[src/rtl/conv_pkg.sv]
`default_nettype none
// ============================================================================
//  Module      : conv_pkg
//  Description : Shared definitions for the convolution filter scheduler:
//                scheduler state encoding, default geometry and the helper
//                functions that derive counter widths and per-filter output
//                counts from the feature-map / kernel geometry.
//  Revision    : 1.0  initial release
// ============================================================================
package conv_pkg;

   // Default layer geometry.
   localparam int DEF_COLUMN_SIZE = 28;
   localparam int DEF_KERNEL_SIZE = 3;
   localparam int DEF_DATA_WIDTH  = 16;
   localparam int DEF_NUM_FILTERS = 8;

   // Scheduler states.
   typedef enum logic [2:0] {
      ST_IDLE   = 3'd0,
      ST_LOAD   = 3'd1,
      ST_STREAM = 3'd2,
      ST_DRAIN  = 3'd3,
      ST_NEXT   = 3'd4,
      ST_DONE   = 3'd5
   } state_t;

   // Width of a counter that must hold 0..n-1; never narrower than one bit.
   function automatic int cnt_width(input int n);
      return (n <= 1) ? 1 : $clog2(n);
   endfunction

   // Side of the valid-convolution output map.
   function automatic int out_side(input int column_size, input int kernel_size);
      return column_size - kernel_size + 1;
   endfunction

   // OUT_PER_FILTER: number of engine results expected for one filter.
   function automatic int out_per_filter(input int column_size, input int kernel_size);
      return out_side(column_size, kernel_size) * out_side(column_size, kernel_size);
   endfunction

endpackage
`default_nettype wire

[src/rtl/conv_filter_scheduler_raster_counter.sv]
`default_nettype none
// ============================================================================
//  Module      : raster_counter
//  Description : Row/column raster counter over a SIZE x SIZE map. Advances
//                one position per inc, column first, wrapping the column at
//                SIZE-1 with a row increment and wrapping the row at SIZE-1.
//  Ports       : clock, sreset_n (async active-low), clear (sync, wins over
//                inc), inc, row, col, last (row and col both at SIZE-1)
//  Revision    : 1.0  initial release
// ============================================================================
module raster_counter
   import conv_pkg::*;
#(
   parameter int SIZE = 28
) (
   input  logic                       clock,
   input  logic                       sreset_n,
   input  logic                       clear,
   input  logic                       inc,
   output logic [cnt_width(SIZE)-1:0] row,
   output logic [cnt_width(SIZE)-1:0] col,
   output logic                       last
);

   localparam int                 C_W   = cnt_width(SIZE);
   localparam logic [C_W-1:0]     C_MAX = C_W'(SIZE - 1);

   always_ff @(posedge clock or negedge sreset_n) begin
      if (!sreset_n) begin
         row <= '0;
         col <= '0;
      end else if (clear) begin
         row <= '0;
         col <= '0;
      end else if (inc) begin
         if (col == C_MAX) begin
            col <= '0;
            row <= (row == C_MAX) ? '0 : row + 1'b1;
         end else begin
            col <= col + 1'b1;
         end
      end
   end

   assign last = (row == C_MAX) && (col == C_MAX);

endmodule
`default_nettype wire

[src/rtl/conv_filter_scheduler.sv]
`default_nettype none
// ============================================================================
//  Module      : conv_filter_scheduler
//  Description : Sequences NUM_FILTERS filters through one shared convolution
//                engine. Per filter: fetch weights (LOAD), stream one full
//                COLUMN_SIZE^2 feature map (STREAM), wait for the remaining
//                engine results (DRAIN), then move to the next filter (NEXT).
//                Engine results are tagged with filter index and output
//                row/column; unexpected results raise a sticky err.
//  Ports       : clock, sreset_n          - clock, async active-low reset
//                start, abort, busy, done, err - layer control / status
//                w_req, w_addr, w_ack      - weight fetch handshake
//                pix_valid, pix_ready      - pixel stream handshake
//                eng_valid, eng_rst_n,
//                eng_convol_valid/out      - engine interface
//                out_valid, out_data, out_filter, out_row, out_col - results
//  Revision    : 1.0  initial release
// ============================================================================
module conv_filter_scheduler
   import conv_pkg::*;
#(
   parameter int COLUMN_SIZE = DEF_COLUMN_SIZE,
   parameter int KERNEL_SIZE = DEF_KERNEL_SIZE,
   parameter int DATA_WIDTH  = DEF_DATA_WIDTH,
   parameter int NUM_FILTERS = DEF_NUM_FILTERS
) (
   input  logic                              clock,
   input  logic                              sreset_n,
   input  logic                              start,
   input  logic                              abort,
   output logic                              busy,
   output logic                              done,
   output logic                              err,
   output logic                              w_req,
   output logic [cnt_width(NUM_FILTERS)-1:0] w_addr,
   input  logic                              w_ack,
   input  logic                              pix_valid,
   output logic                              pix_ready,
   output logic                              eng_valid,
   output logic                              eng_rst_n,
   input  logic                              eng_convol_valid,
   input  logic [DATA_WIDTH-1:0]             eng_convol_out,
   output logic                              out_valid,
   output logic [DATA_WIDTH-1:0]             out_data,
   output logic [cnt_width(NUM_FILTERS)-1:0] out_filter,
   output logic [cnt_width(COLUMN_SIZE)-1:0] out_row,
   output logic [cnt_width(COLUMN_SIZE)-1:0] out_col
);

   localparam int             C_FW          = cnt_width(NUM_FILTERS);
   localparam int             C_CW          = cnt_width(COLUMN_SIZE);
   localparam int             C_OUT_SIDE    = out_side(COLUMN_SIZE, KERNEL_SIZE);
   localparam int             C_OW          = cnt_width(C_OUT_SIDE);
   localparam logic [C_FW-1:0] C_LAST_FILTER = C_FW'(NUM_FILTERS - 1);
   localparam logic [C_CW-1:0] C_FIRST_ROW   = C_CW'(KERNEL_SIZE - 1);

   state_t            r_state;
   state_t            w_state_nxt;
   logic [C_FW-1:0]   r_filter;
   logic [C_FW-1:0]   w_filter_nxt;
   logic              r_was_load;
   logic              r_outs_done;
   logic              r_err;
   logic              w_eng_clr;
   logic              w_accept;
   logic              w_cnt_clear;
   logic              w_pix_last;
   logic              w_out_last;
   logic              w_in_window;
   logic              w_bad_conv;
   logic [C_CW-1:0]   w_pix_row;
   logic [C_CW-1:0]   w_pix_col_unused;
   logic [C_OW-1:0]   w_out_row;
   logic [C_OW-1:0]   w_out_col;

   // ------------------------------------------------------------------------
   // State register and per-filter bookkeeping
   // ------------------------------------------------------------------------
   always_ff @(posedge clock or negedge sreset_n) begin
      if (!sreset_n) begin
         r_state     <= ST_IDLE;
         r_filter    <= '0;
         r_was_load  <= 1'b0;
         r_outs_done <= 1'b0;
         r_err       <= 1'b0;
      end else begin
         r_state    <= w_state_nxt;
         r_filter   <= w_filter_nxt;
         r_was_load <= (r_state == ST_LOAD);
         // Marks that OUT_PER_FILTER results have been seen for this filter;
         // anything further from the engine is an error.
         if (w_cnt_clear)
            r_outs_done <= 1'b0;
         else if (out_valid && w_out_last)
            r_outs_done <= 1'b1;
         // A fresh error wins over the clear from a simultaneous start.
         if (w_bad_conv)
            r_err <= 1'b1;
         else if (start && (r_state == ST_IDLE))
            r_err <= 1'b0;
      end
   end

   // ------------------------------------------------------------------------
   // Next-state and control outputs
   // ------------------------------------------------------------------------
   always_comb begin
      w_state_nxt  = r_state;
      w_filter_nxt = r_filter;
      busy         = 1'b0;
      done         = 1'b0;
      w_req        = 1'b0;
      w_eng_clr    = 1'b0;
      case (r_state)
         ST_IDLE: begin
            if (start) begin
               w_state_nxt  = ST_LOAD;
               w_filter_nxt = '0;
            end
         end
         ST_LOAD: begin
            busy      = 1'b1;
            w_req     = 1'b1;
            // Engine is cleared once, on entry to LOAD.
            w_eng_clr = !r_was_load;
            if (w_ack)
               w_state_nxt = ST_STREAM;
         end
         ST_STREAM: begin
            busy = 1'b1;
            if (w_accept && w_pix_last)
               w_state_nxt = ST_DRAIN;
         end
         ST_DRAIN: begin
            busy = 1'b1;
            // Registered flag: a final result coincident with the last pixel
            // still spends one cycle here.
            if (r_outs_done)
               w_state_nxt = ST_NEXT;
         end
         ST_NEXT: begin
            busy = 1'b1;
            if (r_filter != C_LAST_FILTER) begin
               w_filter_nxt = r_filter + 1'b1;
               w_state_nxt  = ST_LOAD;
            end else begin
               w_state_nxt = ST_DONE;
            end
         end
         ST_DONE: begin
            done        = 1'b1;
            w_state_nxt = ST_IDLE;
         end
         default: w_state_nxt = ST_IDLE;
      endcase
      // Abort overrides every other transition.
      if (abort && (r_state != ST_IDLE)) begin
         w_state_nxt  = ST_IDLE;
         w_filter_nxt = '0;
         w_eng_clr    = 1'b1;
      end
   end

   // ------------------------------------------------------------------------
   // Datapath strobes
   // ------------------------------------------------------------------------
   assign pix_ready   = (r_state == ST_STREAM);
   assign w_accept    = pix_valid && pix_ready;
   // Rows above KERNEL_SIZE-1 cannot complete a window; columns are gated by
   // the engine itself.
   assign eng_valid   = w_accept && (w_pix_row >= C_FIRST_ROW);
   assign w_cnt_clear = abort || !((r_state == ST_STREAM) || (r_state == ST_DRAIN));
   assign w_in_window = (r_state == ST_STREAM) || (r_state == ST_DRAIN);
   assign out_valid   = eng_convol_valid && w_in_window && !r_outs_done;
   assign w_bad_conv  = eng_convol_valid && !out_valid;
   assign eng_rst_n   = sreset_n && !w_eng_clr;

   assign err        = r_err;
   assign w_addr     = r_filter;
   assign out_filter = r_filter;
   assign out_data   = eng_convol_out;
   assign out_row    = C_CW'(w_out_row);
   assign out_col    = C_CW'(w_out_col);

   raster_counter #(
      .SIZE     (COLUMN_SIZE)
   ) u_pix_cnt (
      .clock    (clock),
      .sreset_n (sreset_n),
      .clear    (w_cnt_clear),
      .inc      (w_accept),
      .row      (w_pix_row),
      .col      (w_pix_col_unused),
      .last     (w_pix_last)
   );

   raster_counter #(
      .SIZE     (C_OUT_SIDE)
   ) u_out_cnt (
      .clock    (clock),
      .sreset_n (sreset_n),
      .clear    (w_cnt_clear),
      .inc      (out_valid),
      .row      (w_out_row),
      .col      (w_out_col),
      .last     (w_out_last)
   );

endmodule
`default_nettype wire

[config.mk]
export PLATFORM = sky130hd
export DESIGN_NAME = conv_filter_scheduler
export DESIGN_NICKNAME = d
export VERILOG_FILES = /design/src/rtl/conv_pkg.sv /design/src/rtl/conv_filter_scheduler_raster_counter.sv /design/src/rtl/conv_filter_scheduler.sv
export SDC_FILE = /design/constraint.sdc
export NUM_CORES = 1
export LEC_CHECK = 0
export BUFFER_PORTS_ARGS = -buffer_cell sky130_fd_sc_hd__buf_2
export CAP_MARGIN = 10
export CORE_AREA = 3 3 77 79
export CTS_CLUSTER_SIZE = 8
export DETAILED_ROUTE_END_ITERATION = 10
export DIE_AREA = 0 0 80 82
export HOLD_SLACK_MARGIN = 0.05
export SLEW_MARGIN = 25
export SYNTH_ARGS = -nofsm -noshare
export SYNTH_HDL_FRONTEND = slang
export SYNTH_SLANG_ARGS = --single-unit
export TNS_END_PERCENT = 100
[constraint.sdc]
create_clock -name clock -period 3.6 [get_ports clock]
set_input_delay 0.18 -clock clock [delete_from_list [all_inputs] [get_ports clock]]
set_output_delay 0.18 -clock clock [all_outputs]
set_load 0.02 [all_outputs]
==> impl_results.md <==
- Synth top cells by count: dfrtp_1 (29), nand2_1 (21), buf_4 (20)
- Seq cells post-synth: 29
- # Max-Cap Violations: 0
- Critical Path Stages: 4
- Die H: 82 um
- DP HPWL: 2647 um
- Post-synth EDFFs: 0
- Cells after DPL: 281
- RSZ-0062 raised after global routing: false
- Via density per instance: 5.035
- Net Switching: 0.2954 mW
- Rows: 27
- Post-DP Area: 1932 um2
- Floorplan core area: 5405 um2
- Reg clk slew, reported paths: 0.06 ns
- CTS sink count: 29
- CP dominant cell by count: buf_2
- Setup_tns: 0 ns
- Diodes inserted: 0
- Iteration-0 DRC Markers: 123
- Initial Util: 0.3472
- # resized after CTS: 0
- Net count, final: 249
- FMAX: 0.5559 GHz
- Register area share after synthesis: 0.3867
- WHS Path Cells: 2
- First-pass DRT Iterations: 4
- Critical Path Source Type: input pin
- WP buf/inv: 3
- Vias in the first global route: 1,380
- Rel. slew slack: 0.5426
- CP Max Fanout: 30
- Critical path class: in2out
- Gate power share: 0.248
- Clock network fraction of design power: 0.311
- Top-area cell type share of the netlist area: 0.3867
- Via count: 1,455
- Clock Tree Root: clkbuf_8
- Final non-filler cell total: 289
- Routed Antenna Nets: 0
- I/O pin count: 63
- Largest net degree at the start of global routing: 31
- Tcrit/Tclk final: 0.4996
- Slowest stage delay, CP: 0.55 ns
- Die Area: 6560 um2
- Worst-Margin Slew: 0.6862 ns
- First-pass GRT wire length: 6492 um
- Reg2Reg Depth: 5
- Top cells by area, synth: dfrtp_1 (39%), buf_4 (8.0%), ha_1 (6.0%)
- Leading cell type by number of instances after synthesis: dfrtp_1
- Pleak: 0.9109 nW
- Crit-path cells: dlygate4sd3_1 -> buf_2 -> o21a_1 -> buf_2
- Slowest CP cell: buf_2
- Fin. max-slew vios: 0
- Worst hold path class: in2reg
- Net Count, Synth: 237
- Yosys warns: 0
- Die width: 80 um
- Clock skew: 0.007009 ns
- Top_reg_cell synth: dfrtp_1
- DRC: 0
- Worst path top cell family by delay: buffers and inverters
- Max rail drop VDD: 0.1277 mV
- Mapped Cells: 205
- Worst Setup SP: sreset_n
- Number of port buffers: 30
- Worst setup path end: eng_rst_n
- DR WL/cell: 13.29 um
- Layout cells sized above 1: 0.2258
- Crit Reg-Reg Startpoint: u_pix_cnt.col[0]$_DFFE_PN0P_
- Total CTS buffers: 5
- Largest area contributor in the netlist: dfrtp_1
- Worst endpoint required time: 3.42 ns
- Grt ovf: 0
- Crit end category: output port
- Sw Share: 0.3373
- Final-report setup violation count: 0
- TritonCTS clock tree: yes
- Clock Latency Late Sink: 0.28 ns
- Pwr Density: 431.9 nW/um2
- Total GRT Usage: 0.1292
- Status: complete, no violations
- Gpl congestion: 0.8014
- Overall Power: 0.8759 mW
- Critical path data arrival time: 1.62 ns
- Unique masters post-synth: 47
- Final Hold Fails: 0
- Mean Syn Cell Area: 9.155 um2
- Cell area after layout: 2028 um2
- Reg2reg end: u_pix_cnt.row[4]$_DFFE_PN0P_
- R2r setup slk: 1.88 ns
- Routed wire length: 3840 um
- CTS HTree Levels: 2
- Ys async rst share: 1.000
- Final min period: 1.799 ns
- Sequential share of power: 0.441
- Int Pwr: 0.5805 mW
- Bufs on Longest Clock Path: 2
- Post-Synthesis Cell Area: 1877 um2
- Initial antenna violation count: 0
- Area delta synth->final: 8.067%
## worst register-to-register path: cells and delay by family, from the launching register on
| kind | cells | cell delay (ns) |
|---|---|---|
| flops | 1 | 0.39 |
| compound gates | 1 | 0.13 |
| simple gates | 3 | 0.90 |
| fa+ha+maj | 1 | 0.23 |
## layout make-up
class | count | area (um2)
fillers | 574 | 3377
multi-input cells | 143 | 939.7
flip-flops and latches | 29 | 725.7
repair buffers | 31 | 160.2
well taps | 72 | 90.09
clock buffers | 7 | 86.33
inverters | 7 | 26.28
## state kept, by name (all words and copies together) (netlist names)
register	flops
err	1
u_pix_cnt.row	5
u_out_cnt.row	5
u_out_cnt.col	5
out_filter	3
r_was_load	1
u_pix_cnt.col	5
r_outs_done	1
r_state	3
## cells by family after synthesis
group | share of synthesized area
xor+xnor | 0.009335
compound gates | 0.1293
fa+ha+maj | 0.06000
flops | 0.3867
simple gates | 0.2807
mux | 0.02133
buf+inv | 0.1127
## metal layers
metal  GRT usage  wire (um)
met1      0.1709       1877
met2      0.1929       1698
met3     0.03838        183
met4     0.06081         81
met5           0          0
## how the worst min path moves through the flow
stage                           startpoint                      endpoint  slack, ns
after floorplan                   sreset_n               err$_DFFE_PN0P_      -0.12
after global routing                 abort  u_out_cnt.col[1]$_DFFE_PN0P_       0.21
after CTS                 eng_convol_valid               err$_DFFE_PN0P_       0.17
after detailed placement          sreset_n  u_pix_cnt.col[2]$_DFFE_PN0P_       0.27
final                     eng_convol_valid               err$_DFFE_PN0P_       0.18
after global placement            sreset_n  u_pix_cnt.col[1]$_DFFE_PN0P_       0.27
## layout by cell type (no fill, tap or decap), types with 2 or more instances in the layout
cell type and count:
inv_1 6, buf_2 30, ha_1 9, nand3_1 10, a22o_1 2, a32o_1 2
clkbuf_8 6, a211oi_1 4, mux2i_1 4, and4b_1 2, and3b_1 2, a31oi_1 2
dfrtp_1 29, nor3_1 8, nand2_1 21, nand4b_1 4, nor2_1 18, or3_1 4
a21oi_1 13, nand2b_1 2, nor2b_1 3, o21ai_0 11
## per-stage QoR
stage / util / worst slack, ns / hold WS [ns]
2_1_floorplan: - / 1.970 / -0.1156
4_1_cts: 0.3752 / 1.738 / 0.1658
6_report: 0.3752 / 1.801 / 0.1810
3_3_place_gp: 0.3574 / 1.912 / 0.2652
3_5_place_dp: 0.3574 / 1.885 / 0.2705
5_1_grt: 0.3752 / 1.615 / 0.2055
## power by group through the flow
stage / Sequential [mW] / Clock, mW / Combinational, mW
after floorplan: 0.365 / 0 / 0.217
after global placement: 0.392 / 0 / 0.217
after detailed placement: 0.392 / 0 / 0.218
after CTS: 0.386 / 0.287 / 0.220
after global routing: 0.392 / 0.298 / 0.244
final: 0.387 / 0.272 / 0.217
## repair_timing
| action | 4_1_cts | 5_1_grt |
|---|---|---|
| hold endpoints to repair | 29 | 0 |
| setup buffers | 0 | 0 |
| hold buffers | 1 | 0 |
(Power assumes the default switching activity.)
